[config.mk]
export PLATFORM = sky130hd
export DESIGN_NAME = instr_fetch_decode
export DESIGN_NICKNAME = d
export VERILOG_FILES = /design/src/rtl/mcu_isa_pkg.sv /design/src/rtl/instr_decoder.sv /design/src/rtl/instr_fetch_decode.sv
export SDC_FILE = /design/constraint.sdc
export NUM_CORES = 1
export LEC_CHECK = 0
export ABC_AREA = 1
export CORE_MARGIN = 2
export CORE_UTILIZATION = 42
export DETAILED_ROUTE_END_ITERATION = 16
export PLACE_DENSITY = 0.76
export SLEW_MARGIN = 5
export SYNTH_ARGS = -nofsm -noshare
export SYNTH_HDL_FRONTEND = slang
export SYNTH_SLANG_ARGS = --single-unit
[constraint.sdc]
create_clock -name clk -period 1.8 [get_ports clk]
set_input_delay 0.18 -clock clk [delete_from_list [all_inputs] [get_ports clk]]
set_output_delay 0.18 -clock clk [all_outputs]
set_load 0.005 [all_outputs]
[src/rtl/mcu_isa_pkg.sv]
// ISA definitions for the 8-bit MCU fetch/decode stage: opcodes, ALU codes, IR fields,
// decoded-control payload and FSM state encoding.
package mcu_isa_pkg;

  localparam int unsigned INSTR_W = 16;
  localparam int unsigned OP_W    = 4;
  localparam int unsigned REG_AW  = 3;
  localparam int unsigned IMM_W   = 6;
  localparam int unsigned FS_W    = 4;

  localparam int unsigned OP_MSB  = 15;
  localparam int unsigned OP_LSB  = 12;
  localparam int unsigned DR_MSB  = 11;
  localparam int unsigned DR_LSB  = 9;
  localparam int unsigned SA_MSB  = 8;
  localparam int unsigned SA_LSB  = 6;
  localparam int unsigned SB_MSB  = 2;
  localparam int unsigned SB_LSB  = 0;
  localparam int unsigned IMM_MSB = 5;
  localparam int unsigned IMM_LSB = 0;

  typedef logic [OP_W-1:0] opcode_t;

  localparam opcode_t OP_NOP  = 4'h0;
  localparam opcode_t OP_ADD  = 4'h1;
  localparam opcode_t OP_SUB  = 4'h2;
  localparam opcode_t OP_AND  = 4'h3;
  localparam opcode_t OP_OR   = 4'h4;
  localparam opcode_t OP_XOR  = 4'h5;
  localparam opcode_t OP_ADDI = 4'h6;
  localparam opcode_t OP_ANDI = 4'h7;
  localparam opcode_t OP_ORI  = 4'h8;
  localparam opcode_t OP_LD   = 4'h9;
  localparam opcode_t OP_ST   = 4'hA;
  localparam opcode_t OP_LDI  = 4'hB;
  localparam opcode_t OP_BRZ  = 4'hC;
  localparam opcode_t OP_JMP  = 4'hD;
  localparam opcode_t OP_RSVD = 4'hE;
  localparam opcode_t OP_HALT = 4'hF;

  // Code 0 is left unused so "no ALU operation" is distinguishable from ADD.
  localparam logic [FS_W-1:0] FS_ADD   = 4'h1;
  localparam logic [FS_W-1:0] FS_SUB   = 4'h2;
  localparam logic [FS_W-1:0] FS_AND   = 4'h3;
  localparam logic [FS_W-1:0] FS_OR    = 4'h4;
  localparam logic [FS_W-1:0] FS_XOR   = 4'h5;
  localparam logic [FS_W-1:0] FS_PASSB = 4'h6;

  typedef enum logic [1:0] {
    ST_FETCH   = 2'd0,
    ST_DECODE  = 2'd1,
    ST_EXEC    = 2'd2,
    ST_HALTED  = 2'd3
  } state_t;

  typedef struct packed {
    logic [REG_AW-1:0] da;
    logic [REG_AW-1:0] aa;
    logic [REG_AW-1:0] ba;
    logic [IMM_W-1:0]  imm;
    logic              cs;
    logic              mb;
    logic [FS_W-1:0]   fs;
    logic              md;
    logic              wr_en;
    logic              mem_wr;
    logic              is_brz;
    logic              is_jmp;
    logic              is_halt;
  } dec_ctrl_t;

endpackage

[src/rtl/instr_decoder.sv]
// Purely combinational IR decoder producing datapath controls.
module instr_decoder
  import mcu_isa_pkg::*;
(
  input  logic [INSTR_W-1:0] ir,
  output dec_ctrl_t          ctrl
);

  opcode_t op;

  always_comb begin
    ctrl     = '0;
    op       = ir[OP_MSB:OP_LSB];
    ctrl.da  = ir[DR_MSB:DR_LSB];
    ctrl.aa  = ir[SA_MSB:SA_LSB];
    ctrl.ba  = ir[SB_MSB:SB_LSB];
    ctrl.imm = ir[IMM_MSB:IMM_LSB];
    case (op)
      OP_ADD:  begin ctrl.fs = FS_ADD; ctrl.wr_en = 1'b1; end
      OP_SUB:  begin ctrl.fs = FS_SUB; ctrl.wr_en = 1'b1; end
      OP_AND:  begin ctrl.fs = FS_AND; ctrl.wr_en = 1'b1; end
      OP_OR:   begin ctrl.fs = FS_OR;  ctrl.wr_en = 1'b1; end
      OP_XOR:  begin ctrl.fs = FS_XOR; ctrl.wr_en = 1'b1; end
      OP_ADDI: begin ctrl.fs = FS_ADD; ctrl.mb = 1'b1; ctrl.cs = 1'b1; ctrl.wr_en = 1'b1; end
      OP_ANDI: begin ctrl.fs = FS_AND; ctrl.mb = 1'b1; ctrl.wr_en = 1'b1; end
      OP_ORI:  begin ctrl.fs = FS_OR;  ctrl.mb = 1'b1; ctrl.wr_en = 1'b1; end
      OP_LD:   begin ctrl.md = 1'b1; ctrl.wr_en = 1'b1; end
      OP_ST:   ctrl.mem_wr = 1'b1;
      OP_LDI:  begin ctrl.fs = FS_PASSB; ctrl.mb = 1'b1; ctrl.cs = 1'b1; ctrl.wr_en = 1'b1; end
      OP_BRZ:  ctrl.is_brz = 1'b1;
      OP_JMP:  ctrl.is_jmp = 1'b1;
      OP_HALT: ctrl.is_halt = 1'b1;
      default: ;
    endcase
  end

endmodule

[src/rtl/instr_fetch_decode.sv]
// Fetch/decode control stage: PC, IR, FETCH/DECODE/EXEC FSM and strobe gating.
// Optional feature macro IFD_HALT_EN: opcode F halts the core until reset.
module instr_fetch_decode
  import mcu_isa_pkg::*;
#(
  parameter int unsigned PC_W = 8
) (
  input  logic                clk,
  input  logic                rst,
  output logic                imem_req,
  output logic [PC_W-1:0]     imem_addr,
  input  logic                imem_ack,
  input  logic [INSTR_W-1:0]  imem_rdata,
  input  logic                zero_flag,
  output logic [REG_AW-1:0]   da,
  output logic [REG_AW-1:0]   aa,
  output logic [REG_AW-1:0]   ba,
  output logic [IMM_W-1:0]    imm_value,
  output logic                cs,
  output logic                mb,
  output logic [FS_W-1:0]     fs,
  output logic                md,
  output logic                rw,
  output logic                mw,
  output logic                instr_done,
  output logic                halted
);

  state_t               state, state_nxt;
  logic [PC_W-1:0]      pc, pc_nxt;
  logic [INSTR_W-1:0]   ir, ir_nxt;
  logic [PC_W-1:0]      offset;
  logic                 br_taken;
  dec_ctrl_t            dec;

  instr_decoder u_dec (
    .ir   (ir),
    .ctrl (dec)
  );

  always_ff @(posedge clk) begin
    if (rst) begin
      state <= ST_FETCH;
      pc    <= '0;
      ir    <= '0;
    end else begin
      state <= state_nxt;
      pc    <= pc_nxt;
      ir    <= ir_nxt;
    end
  end

  // Next state, PC/IR update and strobes; everything forced low while rst is high.
  always_comb begin
    state_nxt  = state;
    pc_nxt     = pc;
    ir_nxt     = ir;
    imem_req   = 1'b0;
    rw         = 1'b0;
    mw         = 1'b0;
    instr_done = 1'b0;
    halted     = 1'b0;
    offset     = PC_W'($signed(dec.imm));
    br_taken   = dec.is_jmp | (dec.is_brz & zero_flag);
    case (state)
      ST_FETCH: begin
        imem_req = 1'b1;
        if (imem_ack) begin
          ir_nxt    = imem_rdata;
          state_nxt = ST_DECODE;
        end
      end
      ST_DECODE: state_nxt = ST_EXEC;
      ST_EXEC: begin
        rw         = dec.wr_en;
        mw         = dec.mem_wr;
        instr_done = 1'b1;
        pc_nxt     = br_taken ? pc + PC_W'(1) + offset : pc + PC_W'(1);
`ifdef IFD_HALT_EN
        state_nxt  = dec.is_halt ? ST_HALTED : ST_FETCH;
`else
        state_nxt  = ST_FETCH;
`endif
      end
      ST_HALTED: begin
`ifdef IFD_HALT_EN
        halted    = 1'b1;
`else
        state_nxt = ST_FETCH;
`endif
      end
      default: state_nxt = ST_FETCH;
    endcase
    if (rst) begin
      imem_req   = 1'b0;
      rw         = 1'b0;
      mw         = 1'b0;
      instr_done = 1'b0;
      halted     = 1'b0;
    end
  end

`ifndef IFD_HALT_EN
  logic unused_halt;
  assign unused_halt = dec.is_halt;
`endif

  assign imem_addr = rst ? '0 : pc;
  assign da        = rst ? '0 : dec.da;
  assign aa        = rst ? '0 : dec.aa;
  assign ba        = rst ? '0 : dec.ba;
  assign imm_value = rst ? '0 : dec.imm;
  assign cs        = rst ? 1'b0 : dec.cs;
  assign mb        = rst ? 1'b0 : dec.mb;
  assign fs        = rst ? '0 : dec.fs;
  assign md        = rst ? 1'b0 : dec.md;

endmodule
==> metrics.txt, run 1 <==
Internal Dissipation approximately 1.0 mW; fill cell count between 200 and 300; First-pass DRT Iterations 4; Die Span X between 60 and 70 microns; fmax ~490 MHz; drt wl/cell approximately 13 microns; Synth warnings 0; Rows 23; crit end category flip-flop; critical path fanouts, max 4; met3 routed WL 323 microns; R2R setup slack -0.23 ns; dpl cells 390; leading area contributor after synthesis dfxtp_1; area occupied by multi-input gates 1120 sq um; Hold Crit Depth 3; Worst EP required about 2.0 ns; Final Cycle Share 1.13; Worst-path clk slew ~0.090 ns; RR Startpoint pc[1]; CP max stage delay approximately 0.37 ns; Final Skew approximately 0.0024 ns; Placer Congestion around 0.86; total clock sinks 26; failing checks negative setup slack; met2 wire len ~2500 microns; cell leakage power roughly 1.6 nW; CP Cell Sequence ha_4 -> nand3_4 -> xor2_1 -> inv_1 -> ha_4 -> nand2_1 -> nand2_1 -> a21oi_2 -> nand2_1 -> nand2_1 -> nand3_1 -> nand2_1 -> nand3_1 -> nand2_1 -> inv_1; most common cell after layout, fill and taps aside inv_1; crit-path leading delay family simple AND/OR/NAND/NOR gates; most frequent cells in the layout inv_1, buf_4, clkdlybuf4s50_1; fin crit period 2.03 ns; maxcap violations 0; Initial Util 0.438; sw frac 0.307; routed wire length about 5000 microns; top post-synthesis cells by area dfxtp_1, inv_1, nand2_1; Area Growth Syn to Fin 61.8%; pwr dens 522 nW/um^2; EDFF count, synth 0; Startpoint Class flip-flop; post-DP HPWL 3600 microns; critical path type reg -> reg; uppermost layer routed met4; FF-to-FF path depth 15; Final nets between 300 and 400; VDD IR max around 0.49 mV; Avg Vias per Cell ~4.9; Total Routing Usage GR 0.219; via count of the routed design around 1.9k; Hold Path End ir[12]; ANT nets after route 0; total clock buffers created by CTS 3; CTS tree yes; hold crit path type in -> reg; share of cells above drive strength 1 0.290; Clock Power Share 0.231; initial antenna violation count 0; post-synthesis instance total 264; register area 532 sq um; unrepaired setup endpoints after global routing yes; Pwr Total around 1.5 mW; most frequent cell on the critical path nand2_1; Longest Clk Path Bufs 2; post-synthesis instance area around 1800 sq um; Sequential Power Share 0.442; vias in the first global route roughly 1.9k; Sw Pwr approximately 0.45 mW; placed cell areas roughly 2500 sq um; largest net degree at the start of global routing 20; WP buf/inv 2; global route overflow 0; r2r endpoint pc[7]; H-Tree Depth 1; io pins 55; Syn Area/Cell about 6.6 sq um; Yosys reg bits 26; Slowest cell on crit path dfxtp_4; post-synth cell types 31; Root Driver clkbuf_8; CORE AREA about 4000 sq um; initial DRC count 80; first-pass GRT wire length between 7000 and 8000 microns; Final Hold Viols 0; DRC Markers 0; die height between 60 and 70 microns; Hold Crit Start imem_rdata[12]; Critical Path AT between 2 and 2.5 ns; Synth Flop Type dfxtp_1; IO buf count 52; PnR worst setup slack -0.229 ns; Metal-1 WL between 2000 and 2500 microns; hold buffer count at cts 0; final cell count without fillers just under 400; Finish-stage setup viols 6; pre-CTS WS -0.295 ns; Yosys top cell area share 0.297; async set-reset flop share out of synthesis 0; final slew viol count 0; Comb pwr share 0.326; Antenna diodes 0; die area 4700 sq um; register area share after synthesis 0.297; status finished with violations; worst skew pair latency 0.28 ns; fin area ~2800 sq um
==> worst max path at each step <==
stage / to / cells after the start / slack [ns] / from
2_1_floorplan: pc[7] / 15 / -0.14 / pc[1]
3_3_place_gp: pc[7] / 15 / -0.22 / pc[1]
3_5_place_dp: pc[7] / 15 / -0.29 / pc[1]
4_1_cts: pc[7] / 15 / -0.25 / pc[1]
5_1_grt: pc[7] / 15 / -0.41 / pc[1]
6_report: pc[7] / 15 / -0.23 / pc[1]
==> cell type report <==
| class | instances | share of cell area |
|---|---|---|
| Clock buffer | 3 | 0.0146 |
| Inverter | 62 | 0.0831 |
| Multi-Input combinational cell | 166 | 0.396 |
| Sequential cell | 26 | 0.188 |
| Tap cell | 50 | 0.0221 |
| Timing Repair Buffer | 91 | 0.296 |
==> power groups by stage <==
stage                     registers [mW]  clock network [mW]  logic, mW
final                              0.654               0.342      0.483
after floorplan                    0.661                   0      0.219
after global routing               0.660               0.364      0.536
after detailed placement           0.663                   0      0.426
after global placement             0.661                   0      0.419
after CTS                          0.652               0.343      0.447
==> synth_stat cells (2+ instances only) <==
cell type and number:
a31oi_1 2, or2_2 3, buf_2 3, nand2_1 37, ha_1 9, a21oi_1 13, inv_1 58, o21ai_0 13
nor2_1 35, nand3_1 15, dfxtp_1 26, nand4_1 3, inv_2 4, buf_4 6, nor2_4 2, o22ai_1 13
xor2_1 6, nor3_1 3
==> sequential cells by signal (all words and copies together), names as in the netlist <==
| register | cells |
|---|---|
| ir | 16 |
| pc | 8 |
| state | 2 |
==> worst register-to-register path, delay by kind of cell (launching register included) <==
family | cells | cell delay [ns]
xor gates and xnor gates | 1 | 0.15
adders and majority gates | 2 | 0.44
DFF | 1 | 0.37
and+or+nand+nor | 9 | 0.69
buffers and inverters | 2 | 0.14
AOI/OAI and AO/OA | 1 | 0.15
==> routing by layer <==
| layer | vias to the layer above | GRT usage |
|---|---|---|
| met2 | 61 | 0.392 |
| met5 | - | 0 |
| met4 | 0 | 0.0575 |
| li1 | 989 | - |
| met3 | 11 | 0.0422 |
| met1 | 875 | 0.267 |
==> cell families after synthesis <==
family	Yosys count	synth area share
compound gates	45	0.148
fa+ha+maj	10	0.0758
buf+inv	73	0.176
flops	26	0.297
simple gates	103	0.271
other cells	1	0.00214
xor+xnor	6	0.0300
==> metrics by stage <==
step	hold WS (ns)	util	TNS [ns]
after global routing	0.489	0.708	-1.44
after CTS	0.478	0.673	-0.874
after detailed placement	0.501	0.634	-1.31
final	0.478	0.708	-0.856
after floorplan	0.312	-	-0.182
after global placement	0.486	0.634	-0.904
==> timing repair <==
| item | in CTS | in global routing |
|---|---|---|
| buffers inserted | 2 | 5 |
| gates resized for setup | 33 | 36 |
| endpoints found under the setup margin | 18 | 23 |
| pin swaps | 10 | 12 |
Power figures use the tool's default switching activity.
==> inputs of run 2 (changes only) <==
SKIP_CTS_REPAIR_TIMING = 1   (was unset)
==> run 2 against run 1 <==
The flow still finishes with violations (negative setup slack). Register-to-register slack about the same. Flip-flop and latch count stayed put. Sequential share of layout area is 0.26 points lower. Combinational power grew 2%. Via count decreased by 0.77%. Die area is the same. Power increased by 1.2%. Critical path depth is the same.
==> metrics.txt, run 2 (synthesized netlist as in run 1, its figures left out) <==
status finished with violations; failing checks negative setup slack; VDD IR max 0.484 mV (-1.5%); Final Skew 0.00147 ns (-0.000899 ns); via count of the routed design 1921 (-0.77%); max reg flops 16 (unchanged); first-pass GRT wire length 7540 microns (-4.0%); CORE AREA 4000 sq um (unchanged); pre-CTS WS -0.295 ns (unchanged); critical path type reg -> reg; Final nets 377 (-0.79%); Root Driver clkbuf_8; die height 68.6 microns (unchanged); First-pass DRT Iterations 4 (unchanged); critical path fanouts, max 3 (-1); Top reg by flops ir; worst skew pair latency 0.28 ns (about the same); Finish-stage setup viols 5 (-1); Avg Vias per Cell 4.86 (about the same); Placer Congestion 0.861 (unchanged); Startpoint Class flip-flop; die area 4700 sq um (unchanged); unrepaired setup endpoints after global routing yes; Worst-path clk slew 0.09 ns (about the same); Critical Path AT 2.20 ns (about the same); Longest Clk Path Bufs 2 (unchanged); cell leakage power 1.60 nW (+3.3%); post-DP HPWL 3600 microns (unchanged); fmax 496 MHz (+0.65%); Die Span X 68.6 microns (unchanged); pwr dens 518 nW/um^2 (-0.90%); Antenna diodes 0 (unchanged); final cell count without fillers 395 (-0.75%); total clock sinks 26 (unchanged); fill cell count 291 (-2.7%); Rows 23 (unchanged); Area Growth Syn to Fin 65.2%; dpl cells 390 (unchanged); routed wire length 4980 microns (-0.20%); PnR worst setup slack -0.216 ns (+0.0130 ns); most frequent cells in the layout inv_1, clkdlybuf4s50_1, buf_4; total clock buffers created by CTS 3 (unchanged); ANT nets after route 0 (unchanged); io pins 55 (unchanged); maxcap violations 0 (unchanged); initial DRC count 102 (+28%); Pwr Total 1.50 mW (+1.2%); DRC Markers 0 (unchanged); largest net degree at the start of global routing 20 (unchanged); Initial Util 0.438 (unchanged); fin crit period 2.02 ns (-0.0130 ns); Worst EP required 1.99 ns (about the same); biggest regs ir (16), pc (8), state (2); hold crit path type in -> reg; Total Routing Usage GR 0.210 (-0.00937); global route overflow 0 (unchanged); Final Cycle Share 1.12 (-0.00724); H-Tree Depth 1 (unchanged); Final Hold Viols 0 (unchanged); share of cells above drive strength 1 0.299 (+0.00832); final slew viol count 0 (unchanged); most common cell after layout, fill and taps aside inv_1; vias in the first global route 1857 (-0.75%); crit end category flip-flop; IO buf count 52 (unchanged); CTS tree yes; initial antenna violation count 0 (unchanged); drt wl/cell 12.6 microns (+0.56%)
run 2: cell types whose count changed in the layout (fill, tap and decap cells not counted), sizes merged:
cell and change:
dlygate4sd2 -6, dlymetal6s2s +6, buf -3
run 2: final cells by class:
| class | count | area [sq um] | share of cell area |
|---|---|---|---|
| multi-input combinational | 166 | 1180 | 0.408 |
| timing repair buffer | 88 | 835 | 0.289 |
| sequential | 26 | 536 | 0.185 |
| inverter | 62 | 238 | 0.0822 |
| tap | 50 | 62.6 | 0.0216 |
| clock buffer | 3 | 41.3 | 0.0143 |
run 2: metrics by stage:
stage / util / TNS (ns) / hold slack (ns) / cell area, sq um
3_3_place_gp: 0.634 / -0.904 / 0.486 / 2540
5_1_grt: 0.723 / -1.18 / 0.490 / 2890
6_report: 0.723 / -0.675 / 0.477 / 2890
4_1_cts: 0.645 / -2.00 / 0.478 / 2580
3_5_place_dp: 0.634 / -1.31 / 0.501 / 2540
2_1_floorplan: - / -0.182 / 0.312 / 1770
run 2: path summary, 6_finish.rpt:
path / slack [ns] / from / endpoint / depth (start not counted)
worst max-delay path: -0.22 / pc[1] / pc[7] / 15
worst min-delay path: 0.48 / imem_rdata[12] / ir[12] / 3
worst max register to register: -0.22 / pc[1] / pc[7] / 15
worst min register to register: 0.50 / state[0] / state[1] / 2
run 2: per-layer routing:
metal | global-route usage | wire length [microns] | vias up
met2 | 0.375 | 2490 | 57
li1 | - | - | 987
met4 | 0.0650 | 70 | 0
met1 | 0.251 | 2110 | 870
met3 | 0.0422 | 307 | 7
met5 | 0 | 0 | -
run 2: critical path, cell delays in order (launching register included):
cell and delay (ns):
dfxtp_4 0.38, nand3_2 0.13, inv_2 0.10, nand3_2 0.11, xor2_4 0.27, ha_4 0.26, nand2_4 0.07, inv_2 0.03
a21oi_2 0.14, nand2_1 0.06, nand2_1 0.07, nand3_1 0.07, nand2_1 0.08, nand3_1 0.06, nand2_1 0.06, inv_1 0.03
run 2: report_power, final:
group / internal, mW / switching [mW] / total (mW)
Combinational: 0.263 / 0.231 / 0.494
Sequential: 0.620 / 0.0391 / 0.660
Clock: 0.151 / 0.192 / 0.343
Total: 1.03 / 0.463 / 1.50
==> inputs of run 3 (changes only) <==
PLACE_DENSITY = 0.74   (was 0.76)
==> run 3 against run 2 <==
The flow still finishes with violations (negative setup slack). Fmax fell by 5.3%. Critical endpoint unchanged. Clock skew rose by 0.0018 ns. Design area fell by 1.0%.
==> metrics.txt, run 3 (synthesized netlist as in run 1, its figures left out) <==
Hold Crit Depth 3 (unchanged); largest net degree at the start of global routing 19 (-5.0%); PnR worst setup slack -0.330 ns (-0.114 ns); Internal Dissipation 1.03 mW (-0.24%); area occupied by multi-input gates 1120 sq um (-4.7%); most common cell after layout, fill and taps aside inv_1; dpl cells 386 (-1.0%); CP startpoint pc[0]; io pins 55 (unchanged); biggest regs ir (16), pc (8), state (2); final setup TNS -1.02 ns (-0.347 ns); max reg flops 16 (unchanged); Comb pwr share 0.330 (about the same); VDD IR max 0.402 mV (-17%); crit-path leading delay family simple AND/OR/NAND/NOR gates; Antenna diodes 0 (unchanged); global route overflow 0 (unchanged); Avg Vias per Cell 4.95 (+1.8%); Hold Crit Start imem_rdata[13]; final cell count without fillers 399 (+1.0%); H-Tree Depth 1 (unchanged); Worst EP required 1.99 ns (about the same); Final nets 381 (+1.1%); sw frac 0.313 (+0.00416); CP max stage delay 0.38 ns (about the same); Final Hold Viols 0 (unchanged); WHS 0.475 ns (-0.00204 ns); fin area 2860 sq um (-1.0%); CORE AREA 4000 sq um (unchanged); failing checks negative setup slack; Die Span X 68.6 microns (unchanged); pre-CTS WS -0.301 ns (-0.00638 ns); maxcap violations 0 (unchanged); placed cell areas 2510 sq um (-1.2%); R2R setup slack -0.33 ns (-0.11 ns); status finished with violations; die height 68.6 microns (unchanged); Area Growth Syn to Fin 63.5%; RR Startpoint pc[0]; ANT nets after route 0 (unchanged); register area 537 sq um (+0.23%); fmax 470 MHz (-5.3%); Metal-1 WL 2080 microns (-1.3%); CTS tree yes; die area 4700 sq um (unchanged); Sw Pwr 0.471 mW (+1.7%); share of cells above drive strength 1 0.295 (-0.00342); Total Routing Usage GR 0.222 (+0.0119); Longest Clk Path Bufs 2 (unchanged); initial antenna violation count 0 (unchanged); final slew viol count 0 (unchanged); met3 routed WL 338 microns (+10%); Startpoint Class flip-flop; post-DP HPWL 3710 microns (+2.8%); Top reg by flops ir; CP Cell Sequence ha_4 -> nand3_4 -> nor3_2 -> xor2_1 -> ha_1 -> nand2_1 -> inv_1 -> a21oi_2 -> nand3_1 -> nand4_1 -> nand3_1 -> nand2_1 -> inv_1; Rows 23 (unchanged); total clock sinks 26 (unchanged); Critical Path AT 2.32 ns (+0.12 ns); Placer Congestion 0.862 (about the same); Clock Power Share 0.234 (+0.005); Root Driver clkbuf_8; Initial Util 0.438 (unchanged); Hold Path End ir[13]; critical path fanouts, max 3 (unchanged); hold crit path type in -> reg; drt wl/cell 13.2 microns (+4.6%); initial DRC count 122 (+20%); Worst-path clk slew 0.10 ns (about the same); cell leakage power 1.52 nW (-5.2%); WP buf/inv 2 (-1); Final Cycle Share 1.18 (+0.0631); uppermost layer routed met4; FF-to-FF path depth 13 (-2); Slowest cell on crit path dfxtp_4; fin crit period 2.13 ns (+0.114 ns); total clock buffers created by CTS 3 (unchanged); DRC Markers 0 (unchanged); unrepaired setup endpoints after global routing yes; pwr dens 525 nW/um^2 (+1.4%); vias in the first global route 1891 (+1.8%); First-pass DRT Iterations 4 (unchanged); first-pass GRT wire length 8020 microns (+6.3%); Final Skew 0.00325 ns (+0.00177 ns); Sequential Power Share 0.436 (-0.005); most frequent cells in the layout inv_1, clkdlybuf4s50_1, buf_4; fill cell count 312 (+7.2%); IO buf count 52 (unchanged); worst skew pair latency 0.28 ns (about the same); routed wire length 5260 microns (+5.6%); crit end category flip-flop; via count of the routed design 1976 (+2.9%); Finish-stage setup viols 6 (+1); met2 wire len 2710 microns (+8.9%); r2r endpoint pc[7]; critical path type reg -> reg
[run 3: cell count changes in the layout (fill, tap and decap cells not counted), moves of 3 or more]
cell | before | now
nand3_1 | 10 | 5
nand3_2 | 5 | 10
ha_1 | 1 | 6
nand2_1 | 29 | 32
clkdlybuf4s50_1 | 36 | 41
ha_4 | 7 | 3
dlymetal6s2s_1 | 16 | 11
buf_6 | 1 | 4
[run 3: layout make-up]
type | instances | share of cell area
Inverter | 62 | 0.0813
Sequential cell | 26 | 0.188
Clock buffer | 3 | 0.0144
Multi-Input combinational cell | 166 | 0.393
Tap cell | 50 | 0.0219
Timing Repair Buffer | 92 | 0.302
[run 3: worst max path at each step]
| stage | end | slack [ns] | cells past startpoint |
|---|---|---|---|
| final | pc[7] | -0.33 | 13 |
| after global routing | pc[7] | -0.45 | 13 |
| after CTS | pc[7] | -0.33 | 15 |
| after detailed placement | pc[7] | -0.30 | 15 |
| after global placement | pc[7] | -0.22 | 15 |
| after floorplan | pc[7] | -0.14 | 15 |
[run 3: metal layers]
layer  vias to the layer above  global-route usage
met5                         -                   0
met4                         0              0.0650
met3                        15              0.0536
met2                        74               0.385
met1                       895               0.271
li1                        992                   -
[run 3: worst register-to-register path: stages, from the launching register on]
cell and delay (ns):
dfxtp_4 0.38, ha_4 0.15, nand3_4 0.08, nor3_2 0.12
xor2_1 0.24, ha_1 0.31, nand2_1 0.11, inv_1 0.06
a21oi_2 0.15, nand3_1 0.14, nand4_1 0.13, nand3_1 0.09
nand2_1 0.06, inv_1 0.03
[run 3: power groups by stage]
stage / clock [mW] / combinational, mW / sequential (mW)
floorplan: 0 / 0.219 / 0.661
global placement: 0 / 0.410 / 0.665
detailed placement: 0 / 0.419 / 0.667
CTS: 0.352 / 0.421 / 0.654
global route: 0.372 / 0.546 / 0.661
finish: 0.352 / 0.495 / 0.655
[run 3: stage by stage]
step / power, mW / utilization
4_1_cts: 1.43 / 0.637
5_1_grt: 1.58 / 0.715
6_report: 1.50 / 0.715
3_3_place_gp: 1.08 / 0.627
3_5_place_dp: 1.09 / 0.627
2_1_floorplan: 0.880 / -
